`src/rtl/wb_regfile.sv`:
```
// Write-back stage merged with the general-purpose register file: WB mux, register array, two read ports, retire counter.
// Optional macro REGFILE_BYPASS_EN selects write-first reads; left undefined, the read ports are read-first.
module wb_regfile #(
  parameter int DATA_W = 32,
  parameter int ADDR_W = 5,
  parameter int CNT_W  = 32
) (
  input  logic              clk,
  input  logic              rst,
  input  logic              MEMWB_RegWrite_out,
  input  logic              MEMWB_MemtoReg_out,
  input  logic              MEMWB_Write_out,
  input  logic [DATA_W-1:0] MEMWB_Readata_out,
  input  logic [DATA_W-1:0] MEMWB_ALUresult_out,
  input  logic [ADDR_W-1:0] MEMWB_destination_out,
  input  logic              wb_valid,
  input  logic [ADDR_W-1:0] rs_addr,
  input  logic [ADDR_W-1:0] rt_addr,
  output logic [DATA_W-1:0] rs_data,
  output logic [DATA_W-1:0] rt_data,
  output logic [DATA_W-1:0] wb_data,
  output logic              wb_commit,
  output logic [ADDR_W-1:0] wb_commit_addr,
  output logic [CNT_W-1:0]  retire_cnt
);

  localparam int NREGS = 2 ** ADDR_W;

  logic [DATA_W-1:0] regFile_q [NREGS];
  logic              wbCommit_q, wbCommit_d;
  logic [ADDR_W-1:0] commitAddr_q, commitAddr_d;
  logic [CNT_W-1:0]  retireCnt_q, retireCnt_d;
  logic              writeEn;
  logic              retireEn;

  // Register 0 is hardwired to zero, so writes aimed at it never commit.
  always_comb begin
    wb_data  = MEMWB_MemtoReg_out ? MEMWB_Readata_out : MEMWB_ALUresult_out;
    writeEn  = wb_valid & MEMWB_RegWrite_out & (MEMWB_destination_out != '0);
    retireEn = wb_valid & (MEMWB_RegWrite_out | MEMWB_Write_out |
                           ~(MEMWB_RegWrite_out | MEMWB_Write_out));
  end

  always_comb begin
    wbCommit_d   = writeEn;
    commitAddr_d = writeEn ? MEMWB_destination_out : commitAddr_q;
    retireCnt_d  = retireEn ? retireCnt_q + 1'b1 : retireCnt_q;
  end

  always_ff @(posedge clk) begin
    if (rst) begin
      for (int i = 0; i < NREGS; i++) regFile_q[i] <= '0;
      wbCommit_q   <= 1'b0;
      commitAddr_q <= '0;
      retireCnt_q  <= '0;
    end else begin
      if (writeEn) regFile_q[MEMWB_destination_out] <= wb_data;
      wbCommit_q   <= wbCommit_d;
      commitAddr_q <= commitAddr_d;
      retireCnt_q  <= retireCnt_d;
    end
  end

  always_comb begin
    rs_data = (rs_addr == '0) ? '0 : regFile_q[rs_addr];
    rt_data = (rt_addr == '0) ? '0 : regFile_q[rt_addr];
`ifdef REGFILE_BYPASS_EN
    // Write-first: the value being committed this cycle is forwarded straight to ID.
    if (writeEn && (rs_addr == MEMWB_destination_out)) rs_data = wb_data;
    if (writeEn && (rt_addr == MEMWB_destination_out)) rt_data = wb_data;
`endif
  end

  assign wb_commit      = wbCommit_q;
  assign wb_commit_addr = commitAddr_q;
  assign retire_cnt     = retireCnt_q;

endmodule

```
`config.mk`:
```
export PLATFORM = sky130hd
export DESIGN_NAME = wb_regfile
export DESIGN_NICKNAME = d
export VERILOG_FILES = /design/src/rtl/wb_regfile.sv
export SDC_FILE = /design/constraint.sdc
export NUM_CORES = 2
export LEC_CHECK = 0
export ABC_AREA = 1
export BUFFER_PORTS_ARGS = -buffer_cell sky130_fd_sc_hd__buf_4
export CORE_MARGIN = 1.5
export CORE_UTILIZATION = 50
export DETAILED_ROUTE_END_ITERATION = 8
export GPL_ROUTABILITY_DRIVEN = 0
export PLACE_DENSITY = 0.67
export SYNTH_ARGS = -nofsm -noshare
export SYNTH_HDL_FRONTEND = slang
export SYNTH_SLANG_ARGS = --single-unit
```
`constraint.sdc`:
```
create_clock -name clk -period 2.68 [get_ports clk]
set_input_delay 0 -clock clk [delete_from_list [all_inputs] [get_ports clk]]
set_output_delay 0 -clock clk [all_outputs]
set_load 0.01 [all_outputs]
```
== Yosys cells after proc, flatten, opt, wreduce, memory -nomap -nowiden ==
Memories as Yosys holds them, arrays and structs flattened.
Cells that the tools add are included.

* Register bits: 38
* Memory bits (writable): 1024
* Input port bits: 85
* Output and inout bits: 134
* Logic and storage cells: 22
* Memories kept: 1

{| class="wikitable"
|+ Memories
! name !! words !! bits a word !! rd ports !! clocked after Yosys merged registers in !! wr ports !! RTL line !! RTL
|-
| regFile_q || 32 || 32 || 2 || 0 || 32 || 29 || <nowiki>logic [DATA_W-1:0] regFile_q [NREGS];</nowiki>
|}

* Add/sub/neg operators: 1
* Muxes and demuxes: 11
* Bitwise gates (word level): 2
* Reduce and logical (&&, ||, !) cells: 4

{| class="wikitable"
|+ Operators with widths
! operator !! number
|-
| $mux W32 || 4
|-
| $add A32 B1 Y32 const B || 1
|-
| $reduce_or A32 Y1 || 1
|-
| $logic_not A5 Y1 || 2
|-
| $mux W1 || 6
|-
| $mux W5 || 1
|-
| $reduce_bool A5 Y1 || 1
|-
| $and A1 B1 Y1 || 2
|}

== Depth between registers and ports, before layout ==
* Word-level depth: 7
* Mapped depth: 11
* Gate-level depth less buffers: 10

== Worst setup path after synthesis ==
No wires, ideal clock.

* Kind: input -> register
* Start: input MEMWB_destination_out[4]
* End: memory regFile_q[29][0] (enable)
* Library setup time: 0.478 ns
* Arrival: 1.634 ns
* Required time: 2.202 ns
* Slack: 0.568 ns
* Cell stages on the path: 9
* Path buffers: 1
* Cell sequence: nor3_2 -> nand2_1 -> nand2_1 -> nor2_2 -> nand2_1 -> nor2_4 -> nand2_1 -> buf_6 -> nand2_1

{| class="wikitable"
|+ RTL lines
! element !! RTL line !! RTL
|-
| from (decl) || 15 || <nowiki>input logic [ADDR_W-1:0] MEMWB_destination_out,</nowiki>
|-
| to (decl) || 29 ||
|}

==> flow_metrics.py <==
metrics = {
    "clocking": {
        "h-tree-depth": 3,
        "clk_pin_slew_worst_paths_ns": 0.06,
        "cts_made_buffers": 118,
        "clkLatencyLatePin_ns": 0.73,
        "clockBufferDepth": 3,
        "cts-root-buf": "clkbuf_16",
        "clock-sinks": 1062,
        "tritoncts": "yes",
    },
    "sta": {
        "finalSetupViolCount": 0,
        "finalHoldViolCount": 0,
        "max-slew-margin-rel": 0.160,
        "slew_violations": 0,
        "tns_ns": 0,
        "max_freq_mhz": 380,
        "rsz0062_at_grt": "false",
        "fin_worst_skew_ns": 0.00406,
        "worst_slew_pin_slew_ns": 1.26,
        "whs_ns": 0.0186,
        "period_needed_ns": 2.63,
        "finalCritPeriodShare": 0.981,
    },
    "critical_path": {
        "r2r-end": "retire_cnt[18]$_SDFFE_PP0P_",
        "cp-start-kind": "input pin",
        "critical_path_peak_fanout": 32,
        "reg2reg_depth": 8,
        "critical-path-top-delay-family": "buffers and inverters",
        "worst_ep_arrival_time_ns": 3.03,
        "path_cells": "dlygate4sd3_1, buf_4, nand2_1, inv_1, nand2_1, nor2_2, dlygate4sd3_1, nand2_1, nor2_4, nand2_1, nand2_2, buf_12",
        "slowest_stage": "dlygate4sd3_1",
        "endpoint_kind": "flop",
        "crit_buf_inv": 5,
        "crit_type": "in -> reg",
        "reg2reg_slack_ns": 0.78,
        "cp.required_ns": 3.08,
        "crit_path_frequent_cell": "nand2_1",
        "rr_startpoint": "retire_cnt[0]$_SDFFE_PP0P_",
        "slowest_delay_ns": 0.58,
    },
    "grt": {
        "grt_use_total": 0.368,
        "grt_pass1_wl_um": 333000,
        "grt_max_degree": 110,
        "antenna_found_initial": 5,
        "grt_pass1_vias": 54000,
        "overflow": 0,
    },
    "floorplan": {
        "num_rows": 125,
        "core_area_um2": 116000,
        "start_util": 0.505,
        "die_h_um": 346,
        "die_area_um2": 120000,
        "die_w_um": 346,
        "ioPinCount": 219,
    },
    "drt": {
        "drc_errors": 0,
        "wire_per_inst_um": 24.4,
        "final_antenna_net_count": 0,
        "drtPass1Iterations": 9,
        "vias": 57200,
        "via_per_inst": 6.15,
        "drt_iter0_drc": 9820,
        "drt-total-wl_um": 227000,
    },
    "final_layout": {
        "drive_gt1_frac": 0.0988,
        "fin_nets": 7747,
        "syn2layout_area_growth_pct": 15.3,
        "fin_cells": 9288,
    },
    "yosys": {
        "syn_area_um2": 58700,
        "syn_inst": 7588,
        "ys_seq_area_frac": 0.537,
        "synthArstFlopShare": 0,
        "ys_seq_elements": 1062,
        "yosysWarnings": 0,
        "synthTopCellsByCount": "nand2_1, nand3_1, nor2_1, edfxtp_1, clkbuf_1",
        "avgSynthCellArea_um2": 7.74,
        "synth_cell_types": 29,
        "synth-main-ff-cell": "edfxtp_1",
        "synth_edf_count": 1024,
        "synth_area_leaders": "edfxtp_1, nand2_1, nand3_1",
        "synth_top_area_cell": "edfxtp_1",
        "yosysMostFrequentCell": "nand2_1",
        "yosys.area.top_type_share": 0.524,
    },
    "place": {
        "hpwl_um": 138000,
        "dp.cells": 9014,
        "port_buffers": 217,
    },
    "pwr": {
        "p_total_mw": 42.3,
        "intPower_mw": 30.3,
        "p_seq_frac": 0.461,
        "p_clk_frac": 0.386,
        "p_sw_frac": 0.283,
        "comb_power_share": 0.154,
        "p_per_area_nw_per_um2": 625,
        "p_leak_nw": 28.9,
        "switchingPower_mw": 12.0,
        "vdd_drop_max_mv": 0.606,
    },
    "run_status": {
        "status": "completed",
    },
    "worst_hold_path": {
        "min_path_cells": 5,
        "hold_end": "regFile_q[3][14]$_SDFFCE_PN0P_",
        "hold_class": "in -> reg",
        "hp-start": "MEMWB_Readata_out[14]",
    },
    "flow_run": {
        "maxCapViolations": 0,
    },
}
-- worst max path at each step --
stage | cells past startpoint | from | slack, ns | endpoint
final | 12 | wb_valid | 0.05 | regFile_q[7][18]$_SDFFCE_PN0P_
after global routing | 9 | regFile_q[19][23]$_SDFFCE_PN0P_ | 0.006 | rt_data[23]
after CTS | 9 | regFile_q[16][19]$_SDFFCE_PN0P_ | 0.05 | rt_data[19]
after detailed placement | 12 | rt_addr[1] | 0.32 | rt_data[19]
after global placement | 12 | rt_addr[0] | 0.28 | rt_data[23]
after floorplan | 9 | MEMWB_destination_out[4] | 0.57 | regFile_q[29][0]$_SDFFCE_PN0P_
-- per-stage QoR --
| step | worst slack [ns] | util | instance area (um^2) |
|---|---|---|---|
| 6_report | 0.0508 | 0.582 | 67700 |
| 5_1_grt | 0.00622 | 0.582 | 67700 |
| 4_1_cts | 0.0488 | 0.582 | 67700 |
| 3_5_place_dp | 0.317 | 0.545 | 63400 |
| 3_3_place_gp | 0.284 | 0.545 | 63400 |
| 2_1_floorplan | 0.568 | - | 58800 |
-- tightest hold or removal path: cells and delay by family --
kind                   cells  cell delay [ns]
buffers and inverters      2             0.11
AND/OR/NAND/NOR            2             0.23
AO/OA/AOI/OAI              1             0.26
-- logic make-up after synthesis --
kind of cell	synth area share
xor+xnor	0.000298
buf+inv	0.0595
other cells	0.0000639
flops	0.537
compound gates	0.0282
simple gates	0.375
fa+ha+maj	0.000213
-- registers in the layout, indices dropped and copies added (netlist names) --
register	flops
regFile_q	1024
wb_commit_addr	5
wb_commit	1
retire_cnt	32
-- what timing repair did --
item / in CTS / in global routing
cloned: 0 / 0
endpoints found under the setup margin: 2 / 3
hold buffers: 51 / 0
hold endpoints to repair: 957 / 0
setup buffers: 0 / 0
gates resized for setup: 2 / 3
-- power by group through the flow --
| stage | clock, mW | combinational, mW | sequential [mW] |
|---|---|---|---|
| CTS | 16.3 | 6.27 | 19.5 |
| detailed placement | 0 | 6.18 | 19.8 |
| global route | 17.0 | 6.86 | 19.6 |
| floorplan | 0 | 3.42 | 19.7 |
| global placement | 0 | 6.09 | 19.8 |
| finish | 16.3 | 6.50 | 19.5 |
-- layout by cell type, fill, tap and decap left out, drive strengths merged, types with 2 or more instances in the layout --
| master | count |
|---|---|
| nor2 | 1309 |
| o21ai | 184 |
| dlygate4sd3 | 51 |
| conb | 32 |
| a31oi | 2 |
| bufinv | 12 |
| buf | 519 |
| a21oi | 140 |
| dfxtp | 38 |
| o21a | 2 |
| nand2 | 2658 |
| clkinvlp | 7 |
| clkinv | 58 |
| nand4 | 6 |
| edfxtp | 1024 |
| inv | 164 |
| nand3 | 1390 |
| clkbuf | 142 |
| nor3 | 19 |
-- layout make-up --
class | count | area, um^2
well taps | 1524 | 1910
repair buffers | 570 | 5550
clock buffers | 142 | 3110
diodes | 1 | 2.50
multi-input cells | 5748 | 24300
clock inverters | 80 | 703
flip-flops and latches | 1062 | 31500
inverters | 161 | 644
fillers | 10200 | 48700
-- layer usage --
layer  vias to the layer above  GRT usage  part of all wire
met5                         -          0           0.00010
met4                         4      0.206             0.061
met3                       888     0.0910              0.14
met2                      4593      0.567              0.44
met1                     26600      0.476              0.35
li1                      25100          -                 -
Power figures use the tool's default switching activity.
